===== config.mk =====
export PLATFORM = sky130hd
export DESIGN_NAME = snake_move_sched_flat
export DESIGN_NICKNAME = d
export VERILOG_FILES = /design/src/rtl/snake_move_sched_pkg.sv /design/src/rtl/snake_move_sched_if.sv /design/src/rtl/snake_move_sched_key_debounce.sv /design/src/rtl/snake_move_sched.sv /design/src/flat_wrapper.sv
export SDC_FILE = /design/constraint.sdc
export NUM_CORES = 1
export LEC_CHECK = 0
export CORE_ASPECT_RATIO = 1.1
export CORE_UTILIZATION = 45
export CTS_CLUSTER_DIAMETER = 120
export DETAILED_ROUTE_END_ITERATION = 12
export SLEW_MARGIN = 25
export SYNTH_ARGS = -nofsm -noshare
export SYNTH_HDL_FRONTEND = slang
export SYNTH_SLANG_ARGS = --single-unit
export TNS_END_PERCENT = 100

===== constraint.sdc =====
create_clock -name clk -period 9.2 [get_ports clk]
set_input_delay 2.3 -clock clk [delete_from_list [all_inputs] [get_ports clk]]
set_output_delay 2.3 -clock clk [all_outputs]
set_load 0.1 [all_outputs]

===== src/rtl/snake_move_sched_pkg.sv =====
// Shared direction encoding and heading helpers for the snake game blocks.
package snake_move_sched_pkg;

  typedef logic [1:0] dir_t;

  localparam dir_t DIR_TOP   = 2'b00;
  localparam dir_t DIR_RIGHT = 2'b01;
  localparam dir_t DIR_DOWN  = 2'b10;
  localparam dir_t DIR_LEFT  = 2'b11;

  localparam int QUEUE_DEPTH = 2;

  // Opposite headings differ only in the upper bit of the code.
  function automatic logic is_reverse(input dir_t a, input dir_t b);
    return (a ^ b) == 2'b10;
  endfunction

endpackage


===== src/rtl/snake_move_sched_if.sv =====
// Key, control and heading signals between the game top level and the move scheduler.
interface snake_move_sched_if;
  logic       key_up;
  logic       key_down;
  logic       key_left;
  logic       key_right;
  logic       run;
  logic       pause;
  logic [1:0] direction;
  logic       move_tick;
  logic [1:0] queue_level;
  logic       dropped;

  modport master (
    output key_up, key_down, key_left, key_right, run, pause,
    input  direction, move_tick, queue_level, dropped
  );

  modport slave (
    input  key_up, key_down, key_left, key_right, run, pause,
    output direction, move_tick, queue_level, dropped
  );
endinterface


===== src/rtl/snake_move_sched_key_debounce.sv =====
// One key: 2-FF synchronizer, level debouncer and registered rising-edge press pulse.
module key_debounce #(
  parameter int DEB_CYCLES = 500_000
) (
  input  logic clk,
  input  logic rst,
  input  logic key_raw,
  output logic press
);

  localparam int CW = $clog2(DEB_CYCLES);
  localparam logic [CW-1:0] DEB_LAST = CW'(DEB_CYCLES - 1);

  logic          sync1;
  logic          sync2;
  logic          stable;
  logic          stable_d;
  logic [CW-1:0] cnt;

  always_ff @(posedge clk or posedge rst) begin
    if (rst) begin
      sync1    <= 1'b0;
      sync2    <= 1'b0;
      stable   <= 1'b0;
      stable_d <= 1'b0;
      cnt      <= '0;
      press    <= 1'b0;
    end else begin
      sync1    <= key_raw;
      sync2    <= sync1;
      stable_d <= stable;
      press    <= stable & ~stable_d;
      // A new level must persist DEB_CYCLES consecutive cycles; any bounce restarts the count.
      if (sync2 != stable) begin
        if (cnt == DEB_LAST) begin
          stable <= sync2;
          cnt    <= '0;
        end else begin
          cnt <= cnt + CW'(1);
        end
      end else begin
        cnt <= '0;
      end
    end
  end

endmodule


===== src/rtl/snake_move_sched.sv =====
// Snake move scheduler: debounced keys feed a 2-deep turn queue drained one entry per move tick.
module snake_move_sched
  import snake_move_sched_pkg::*;
#(
  parameter int TICK_DIV   = 25_000_000,
  parameter int DEB_CYCLES = 500_000
) (
  input  logic                 clk,
  input  logic                 rst,
  snake_move_sched_if.slave    bus
);

  localparam int TW = $clog2(TICK_DIV);
  localparam logic [TW-1:0] TICK_LAST = TW'(TICK_DIV - 1);

  logic [3:0]    key_raw;
  logic [3:0]    press;
  logic          single;
  dir_t          cmd;
  dir_t          tail_dir;
  dir_t          dir_q;
  dir_t          head_q;
  dir_t          tail_q;
  logic [1:0]    level;
  logic [TW-1:0] tick_cnt;
  logic          tick_now;
  logic          pop;
  logic          push;
  logic          flush;
  logic          run_q;
  logic          move_tick_q;
  logic          dropped_q;

  // Bit index equals the direction code, so the decoded one-hot maps straight to a heading.
  assign key_raw = {bus.key_left, bus.key_down, bus.key_right, bus.key_up};

  for (genvar i = 0; i < 4; i++) begin : g_key
    key_debounce #(.DEB_CYCLES(DEB_CYCLES)) u_key (
      .clk     (clk),
      .rst     (rst),
      .key_raw (key_raw[i]),
      .press   (press[i])
    );
  end

  always_comb begin
    single = 1'b0;
    cmd    = DIR_TOP;
    case (press)
      4'b0001: begin single = 1'b1; cmd = DIR_TOP;   end
      4'b0010: begin single = 1'b1; cmd = DIR_RIGHT; end
      4'b0100: begin single = 1'b1; cmd = DIR_DOWN;  end
      4'b1000: begin single = 1'b1; cmd = DIR_LEFT;  end
      default: ;
    endcase
  end

  always_comb begin
    tail_dir = dir_q;
    if (level == 2'd2)      tail_dir = tail_q;
    else if (level == 2'd1) tail_dir = head_q;
  end

  assign tick_now = bus.run && !bus.pause && (tick_cnt == TICK_LAST);
  assign pop      = tick_now && (level != 2'd0);
  // The queue survives while idle so the first turn can be pre-loaded; it is cleared when a game stops.
  assign flush    = run_q && !bus.run;
  assign push     = single && !flush
                    && (cmd != tail_dir) && !is_reverse(cmd, tail_dir)
                    && ((level != 2'(QUEUE_DEPTH)) || pop);

  always_ff @(posedge clk or posedge rst) begin
    if (rst) begin
      tick_cnt    <= '0;
      move_tick_q <= 1'b0;
      run_q       <= 1'b0;
    end else begin
      run_q <= bus.run;
      if (!bus.run) begin
        tick_cnt    <= '0;
        move_tick_q <= 1'b0;
      end else if (bus.pause) begin
        move_tick_q <= 1'b0;
      end else if (tick_cnt == TICK_LAST) begin
        tick_cnt    <= '0;
        move_tick_q <= 1'b1;
      end else begin
        tick_cnt    <= tick_cnt + TW'(1);
        move_tick_q <= 1'b0;
      end
    end
  end

  always_ff @(posedge clk or posedge rst) begin
    if (rst) begin
      dir_q <= DIR_TOP;
    end else if (!bus.run) begin
      dir_q <= DIR_TOP;
    end else if (pop) begin
      dir_q <= head_q;
    end
  end

  always_ff @(posedge clk or posedge rst) begin
    if (rst) begin
      head_q <= DIR_TOP;
      tail_q <= DIR_TOP;
      level  <= 2'd0;
    end else if (flush) begin
      level <= 2'd0;
    end else begin
      case ({push, pop})
        2'b11: begin
          // Pop and push together: the level is unchanged, the entries shift by one.
          if (level == 2'd2) begin
            head_q <= tail_q;
            tail_q <= cmd;
          end else begin
            head_q <= cmd;
          end
        end
        2'b01: begin
          head_q <= tail_q;
          level  <= level - 2'd1;
        end
        2'b10: begin
          if (level == 2'd0) head_q <= cmd;
          else               tail_q <= cmd;
          level <= level + 2'd1;
        end
        default: ;
      endcase
    end
  end

  always_ff @(posedge clk or posedge rst) begin
    if (rst) dropped_q <= 1'b0;
    else     dropped_q <= single && !push && !flush;
  end

  assign bus.direction   = dir_q;
  assign bus.move_tick   = move_tick_q;
  assign bus.queue_level = level;
  assign bus.dropped     = dropped_q;

endmodule


===== src/flat_wrapper.sv =====
// flat-port wrapper written by rule: the top's interface ports become plain ports
module snake_move_sched_flat import snake_move_sched_pkg::*;
#(
  parameter int TICK_DIV   = 25_000_000,
  parameter int DEB_CYCLES = 500_000
)
  (clk, rst, bus_key_up, bus_key_down, bus_key_left, bus_key_right, bus_run, bus_pause, bus_direction, bus_move_tick, bus_queue_level, bus_dropped);
  snake_move_sched_if bus_i ();
  input  logic clk;
  input  logic rst;
  input wire logic [$bits(bus_i.key_up)-1:0] bus_key_up;
  input wire logic [$bits(bus_i.key_down)-1:0] bus_key_down;
  input wire logic [$bits(bus_i.key_left)-1:0] bus_key_left;
  input wire logic [$bits(bus_i.key_right)-1:0] bus_key_right;
  input wire logic [$bits(bus_i.run)-1:0] bus_run;
  input wire logic [$bits(bus_i.pause)-1:0] bus_pause;
  output wire logic [$bits(bus_i.direction)-1:0] bus_direction;
  output wire logic [$bits(bus_i.move_tick)-1:0] bus_move_tick;
  output wire logic [$bits(bus_i.queue_level)-1:0] bus_queue_level;
  output wire logic [$bits(bus_i.dropped)-1:0] bus_dropped;
  assign bus_i.key_up = bus_key_up;
  assign bus_i.key_down = bus_key_down;
  assign bus_i.key_left = bus_key_left;
  assign bus_i.key_right = bus_key_right;
  assign bus_i.run = bus_run;
  assign bus_i.pause = bus_pause;
  assign bus_direction = bus_i.direction;
  assign bus_move_tick = bus_i.move_tick;
  assign bus_queue_level = bus_i.queue_level;
  assign bus_dropped = bus_i.dropped;
  snake_move_sched #(.TICK_DIV(TICK_DIV), .DEB_CYCLES(DEB_CYCLES)) u_core (.clk(clk), .rst(rst), .bus(bus_i));
endmodule

Word-level counts from Yosys, hierarchy flattened
Index checks and enable logic that the tools add are counted.
{"block": "op_classes", "bitwise": 10, "n_mul": 0, "order_cmp": 0, "shift": 0, "div_mod_pow": 0, "reduce_logical": 28, "eq_ne": 26, "n_addsub": 7, "mux": 28}
{"op": "$mux W19", "count": 8}
{"op": "$add A19 B1 Y19 const B", "count": 4}
{"op": "$eq A19 B19 Y1 const B", "count": 4}
{"op": "$mux W25", "count": 3}
{"op": "$add A25 B1 Y25 const B", "count": 1}
{"op": "$eq A25 B25 Y1 const B", "count": 1}
{"op": "$mux W2", "count": 9}
{"op": "$pmux W2 S3", "count": 2}
{"op": "$logic_and A1 B1 Y1", "count": 10}
{"op": "$eq A2 B2 Y1 const B", "count": 4}
{"op": "$pmux W2 S2", "count": 2}
{"op": "$reduce_and A2 Y1", "count": 4}
{"op": "$ne A2 B1 Y1 const B", "count": 3}
{"op": "$ne A2 B2 Y1 const B", "count": 3}
{"op": "$reduce_bool A3 Y1", "count": 2}
{"op": "$logic_not A1 Y1", "count": 5}
{"op": "$not A1 Y1", "count": 5}
{"op": "$and A1 B1 Y1", "count": 4}
{"op": "$eq A2 B1 Y1 const B", "count": 2}
{"op": "$eq A4 B1 Y1 const B", "count": 1}
{"op": "$eq A4 B2 Y1 const B", "count": 1}
{"op": "$eq A4 B3 Y1 const B", "count": 1}
{"op": "$eq A4 B4 Y1 const B", "count": 1}
{"op": "$mux W1", "count": 4}
{"op": "11 further kinds", "count": 15}
{"block": "totals", "n_memories": 0, "latchBits": 0, "reg_bits": 132, "ramBits": 0, "wordCells": 131, "rom_bits": 0}

Depth between registers and ports, before layout
{"block": "depth", "ltp_word": 11, "mapped_depth": 11, "mapped_depth_nobuf": 11}

By module
From an unflattened synthesis, not the netlist that was laid out.
{"block": "unflattened", "hier_cells": 669, "area_unflattened_um2": 6760.2}
{"module": "key_debounce", "n_inst": 4, "cells_per_inst": 106, "seq_area_each_um2": 600.6, "area_per_inst_um2": 1147.4}
{"module": "snake_move_sched", "n_inst": 1, "cells_per_inst": 245, "seq_area_each_um2": 900.9, "area_per_inst_um2": 2170.8}

Worst setup path after synthesis
No wires, ideal clock.
{"block": "synth_timing", "path_kind": "input -> register", "startpoint": "in bus_run", "endpoint": "reg u_core.head_q[0]", "t_arrival_ps": 4212, "stages": 9, "required_time_ps": 9061, "slack_ps": 4848, "path_cell_list": "clkbuf_1 -> nand2b_1 -> nand4bb_2 -> o22ai_2 -> nand3_1 -> ha_1 -> mux2_2 -> a21oi_1 -> a21oi_1"}
{"block": "synth_between", "elab_chain_len": 10, "elab_cells_between_ends": 19, "classes_between": "eq/ne: 4; mux: 1; bitwise: 1; reduce/logical: 13"}
{"element": "start: declaration", "line_no": "flat_wrapper.sv:15", "text": "input wire logic [$bits(bus_i.run)-1:0] bus_run;"}
{"element": "$logic_not A1 Y1", "line_no": "snake_move_sched.sv:67", "text": "assign flush = run_q && !bus.run;"}
{"element": "$logic_and A1 B1 Y1", "line_no": "snake_move_sched.sv:67"}
{"element": "$logic_not A1 Y1", "line_no": "snake_move_sched.sv:68", "text": "assign push = single && !flush"}
{"element": "$logic_and A1 B1 Y1", "line_no": "snake_move_sched.sv:68"}
{"element": "$logic_and A1 B1 Y1 (2 in series)", "line_no": "snake_move_sched.sv:69", "text": "&& (cmd != tail_dir) && !is_reverse(cmd, tail_dir)"}
{"element": "$logic_and A1 B1 Y1", "line_no": "snake_move_sched.sv:70", "text": "&& ((level != 2'(QUEUE_DEPTH)) || pop);"}
{"element": "$eq A2 B2 Y1 or $eq A2 B1 Y1 (tied branches)", "line_no": "snake_move_sched.sv:112", "text": "case ({push, pop})"}
{"element": "$ne A2 B1 Y1 (no source line) or $reduce_bool A3 Y1 (tied branches)"}
{"element": "$reduce_and A3 Y1 (no source line)"}
{"element": "end signal: assignment", "line_no": "snake_move_sched.sv:116", "text": "head_q <= tail_q;"}
{"element": "end signal: assignment", "line_no": "snake_move_sched.sv:119", "text": "head_q <= cmd;"}
{"element": "end signal: assignment", "line_no": "snake_move_sched.sv:123", "text": "head_q <= tail_q;"}
{"element": "end: declaration", "line_no": "snake_move_sched.sv:22", "text": "dir_t head_q;"}
Parallel ways exist; a longest one is shown, timed or not.
A chain may end at the register's enable or synchronous reset.

Worst setup path after layout
{"block": "layout_timing", "startpoint": "in bus_pause", "endpoint": "reg u_core.tail_q[1]"}
{"block": "layout_between", "elab_chain_len": 9, "elab_cells_between_ends": 13, "classes_between": "eq/ne: 4; mux: 1; reduce/logical: 8"}
{"element": "start: declaration", "line_no": "flat_wrapper.sv:16", "text": "input wire logic [$bits(bus_i.pause)-1:0] bus_pause;"}
{"element": "$logic_not A1 Y1 *", "line_no": "snake_move_sched.sv:64", "text": "assign tick_now = bus.run && !bus.pause && (tick_cnt == TICK_LAST);"}
{"element": "$logic_and A1 B1 Y1 * (2 in series)", "line_no": "snake_move_sched.sv:64"}
{"element": "$logic_and A1 B1 Y1 *", "line_no": "snake_move_sched.sv:65", "text": "assign pop = tick_now && (level != 2'd0);"}
{"element": "$logic_or A1 B1 Y1", "line_no": "snake_move_sched.sv:70"}
{"element": "$logic_and A1 B1 Y1", "line_no": "snake_move_sched.sv:70"}
{"element": "$eq A2 B2 Y1", "line_no": "snake_move_sched.sv:112"}
{"element": "$ne A2 B2 Y1 (no source line), or another cell as far along"}
{"element": "$reduce_and A4 Y1 (no source line)"}
{"element": "end signal: assignment", "line_no": "snake_move_sched.sv:117", "text": "tail_q <= cmd;"}
{"element": "end signal: assignment", "line_no": "snake_move_sched.sv:128", "text": "else tail_q <= cmd;"}
{"element": "end: declaration", "line_no": "snake_move_sched.sv:23", "text": "dir_t tail_q;"}
Every way passes the cells marked *; elsewhere a longest branch is shown, timed or not.

==> metrics.md <==
| Metric | Value |
|---|---|
| Worst path required time | `9.50 ns` |
| Reg2Reg Depth | `9` |
| All-layer global routing usage | `17.6%` |
| WL met1 | `5.54 mm` |
| Placed Cells | `843` |
| Combinational share of power | `3.2%` |
| CTS sink cnt | `132` |
| Site Rows | `45` |
| Hold Vio Cnt, Final | `0` |
| RR Endpoint | `u_core.tail_q[1]` |
| Pin count of the biggest net entering global routing | `68` |
| Min cycle time layout | `4.78 ns` |
| Crit Path Class | `primary input to register` |
| Hold Crit Class | `register to register` |
| Synth cell types | `54` |
| Critical path endpoint category | `register` |
| Peak Freq | `0.209 GHz` |
| Slowest stage cell, crit path | `clkdlybuf4s50_1` |
| Synthesis-to-layout area growth | `13.3%` |
| Setup bufs post-CTS | `0` |
| DR vias/cell | `5.32` |
| Number of port buffers | `13` |
| Setup TNS | `0 ns` |
| Setup crit start | `bus_pause` |
| RePlAce Congestion | `0.838` |
| Post-synthesis cell area | `6450 um^2` |
| Post-DP HPWL | `7.94 mm` |
| DRC Markers | `0` |
| Unrepaired setup endpoints after global routing | `false` |
| #FFs+latches synth | `132` |
| Horiz. Die Dim | `116 um` |
| Vias in the first global route | `4483` |
| Crit share post-route | `51.9%` |
| P per Cell Area | `173 nW/um^2` |
| # nets final | `695` |
| Reg-to-reg critical path startpoint | `u_core.tick_cnt[7]` |
| WL/cell | `13.6 um` |
| WL met2 | `5.83 mm` |
| Cells after synthesis | `656` |
| Clk Latency, worst-skew pair | `0.41 ns` |
| Post-synthesis adder-cell area fraction | `2.52%` |
| Synth Area in XOR/XNOR | `11.1%` |
| Critical path arrival | `5.07 ns` |
| Status | `finished clean` |
| Sequential element share of the synthesized area | `51.2%` |
| First-pass GRT wire length | `20.4 mm` |
| H-tree depth | `4` |
| Reg2reg setup slack | `6.01 ns` |
| ANT nets after route | `0` |
| Top Ports | `14` |
| Sequential power share | `47.2%` |
| Layout Cells excl Fill | `874` |
| CTS tree | `yes` |
| Clock buffer count from CTS | `17` |
| Initial DRT Pass Iterations | `4` |
| Final setup vio count | `0` |
| Layout cell share with drive strength beyond 1 | `8.89%` |
| Largest family of logic cells by synthesized area | `simple AND/OR/NAND/NOR gates` |
| Mux cell area share after synthesis | `1.53%` |
| Sw frac | `21.8%` |
| Clock Tree Root | `clkbuf_16` |
| Relative slew slack | `33.3%` |
| Internal power component | `0.988 mW` |
| Cell Chain, Critical Path | `clkdlybuf4s50_1 > nand2b_1 > nand4bb_2 > o22ai_2 > nor2b_1 > ha_1 > o21ai_0 > a221o_1 > mux2_2` |
| Initial DRC Count | `238` |
| # resized after CTS | `0` |
| Hold_buf cts | `0` |
| Leak | `3.07 nW` |
| Critical path startpoint category | `primary input` |
| Synthesized netlist net count | `677` |
| EDFF count, synth | `0` |
| Max Cap Violations | `0` |
| Grt ovf | `0` |
| Mean Syn Cell Area | `9.83 um^2` |
| Antenna violations before repair | `0` |
| Core area | `13900 um^2` |
| Yosys Warn Count | `0` |
| WL final | `11.8 mm` |
| Filler cell count | `1301` |
| Met3 Routed Length | `338 um` |
| Crit path max fanout | `16` |
| Clk pin slew, worst setup/hold paths | `0.06 ns` |
| Simple-gate area share of the yosys netlist | `25.4%` |
| Hold_ws | `0.349 ns` |
| Synth Area in Compound Gates | `5.75%` |
| Initial Util | `46.4%` |
| DIE AREA | `14800 um^2` |
| DR vias | `4652` |
| Ys flop type | `dfrtp_1` |
| Post-Route Skew | `0.00610 ns` |
| Overall die height | `128 um` |
| Sw power | `0.275 mW` |
| N_diodes | `0` |
| Crit-path max cell delay | `0.68 ns` |
| Max-slew violation count | `0` |
| Bufs on Longest Clock Path | `2` |
| Share of total power in the clock network | `49.6%` |
| Post-synth ARST share | `100%` |
| Top Metal Used | `met4` |
| Peak supply drop | `0.112 mV` |
| CP Capture Point | `u_core.tail_q[1]` |
| Tightest Pin Transition | `0.997 ns` |
synthesized netlist by cell type, drive strengths merged, types with 2 or more instances:
library cell / n / area, um^2
a21oi: 17 / 88.8
a31o: 2 / 17.5
a31oi: 8 / 50.1
and2: 2 / 12.5
and3: 10 / 62.6
and4: 5 / 43.8
buf: 4 / 30.0
clkbuf: 11 / 41.3
dfrtp: 132 / 3300
ha: 13 / 163
inv: 22 / 82.6
mux2: 7 / 78.8
mux2i: 2 / 20.0
nand2: 58 / 223
nand3: 45 / 230
nand4: 22 / 138
nand4b: 2 / 17.5
nor2: 113 / 424
nor2b: 11 / 68.8
nor3: 16 / 80.1
nor4: 10 / 108
nor4b: 4 / 35.0
o211ai: 3 / 27.5
o21ai: 17 / 85.1
o22ai: 3 / 25.0
o31a: 2 / 17.5
or2: 7 / 43.8
or3: 9 / 61.3
or4: 4 / 33.8
xnor2: 33 / 289
xor2: 49 / 429
registers in the layout (all words and copies together) (netlist names):
name	count
u_core.g_key.u_key.cnt	76
u_core.tick_cnt	25
u_core.g_key.u_key.press	4
u_core.g_key.u_key.stable	4
u_core.g_key.u_key.stable_d	4
u_core.g_key.u_key.sync1	4
u_core.g_key.u_key.sync2	4
u_core.bus.direction	2
u_core.bus.queue_level	2
u_core.head_q	2
u_core.tail_q	2
u_core.bus.dropped	1
u_core.bus.move_tick	1
u_core.run_q	1
logic make-up after synthesis:
| kind of cell | count (synthesis) |
|---|---|
| buf+inv | 37 |
| xor+xnor | 82 |
| simple gates | 324 |
| flops | 132 |
| compound gates | 59 |
| mux | 9 |
| fa+ha+maj | 13 |
cell type report:
cell class | count | area (um^2) | area share, %
clock buffers | 21 | 470 | 6.44
clock inverters | 10 | 82.6 | 1.13
inverters | 22 | 85.1 | 1.16
multi-input cells | 487 | 2990 | 40.9
flip-flops and latches | 132 | 3300 | 45.2
well taps | 188 | 235 | 3.22
repair buffers | 14 | 138 | 1.88
how the worst min path moves through the flow:
stage                           startpoint                          end  cells after the start
3_3_place_gp   u_core.g_key[2].u_key.sync1  u_core.g_key[2].u_key.sync2                      0
3_5_place_dp   u_core.g_key[2].u_key.sync1  u_core.g_key[2].u_key.sync2                      0
5_1_grt        u_core.g_key[2].u_key.sync1  u_core.g_key[2].u_key.sync2                      0
4_1_cts        u_core.g_key[2].u_key.sync1  u_core.g_key[2].u_key.sync2                      0
2_1_floorplan  u_core.g_key[0].u_key.sync1  u_core.g_key[0].u_key.sync2                      0
6_report       u_core.g_key[2].u_key.sync1  u_core.g_key[2].u_key.sync2                      0
routing by layer:
metal,GRT usage [%],up-vias
met1,22.1,2291
met2,28.7,62
met4,6.94,0
met3,4.84,14
li1,-,2285
met5,0,-
power by group through the flow:
stage	clock (mW)	combinational (mW)	sequential, mW
floorplan	0	0.0309	0.605
global placement	0	0.0408	0.606
detailed placement	0	0.0416	0.606
CTS	0.642	0.0418	0.596
global route	0.666	0.0471	0.597
finish	0.627	0.0400	0.596
metrics by stage:
stage | cell area (um^2) | setup WS [ns] | util, % | power, mW
detailed placement | 6750 | 4.02 | 48.5 | 0.648
global placement | 6750 | 4.15 | 48.5 | 0.647
global route | 7300 | 4.21 | 52.5 | 1.31
finish | 7300 | 4.42 | 52.5 | 1.26
CTS | 7300 | 4.44 | 52.5 | 1.28
floorplan | 6450 | 3.37 | - | 0.636
worst max-delay path, delay by kind of cell:
family                   cells  cell delay [ns]
AND/OR/NAND/NOR              3             0.98
buffers and inverters        1             0.68
AO/OA/AOI/OAI                3             0.58
multiplexers                 1             0.28
adder cells (fa/ha/maj)      1             0.25
cells in the final DEF, fill, tap and decap left out, drive strengths merged, types with 16 or more instances in the layout:
cell type and instances:
a21oi 17, clkbuf 21, dfrtp 132, inv 22
nand2 58, nand3 45, nand4 22, nor2 113
nor3 16, o21ai 17, xnor2 33, xor2 49
Note: power is estimated with default switching activity, not from simulation.
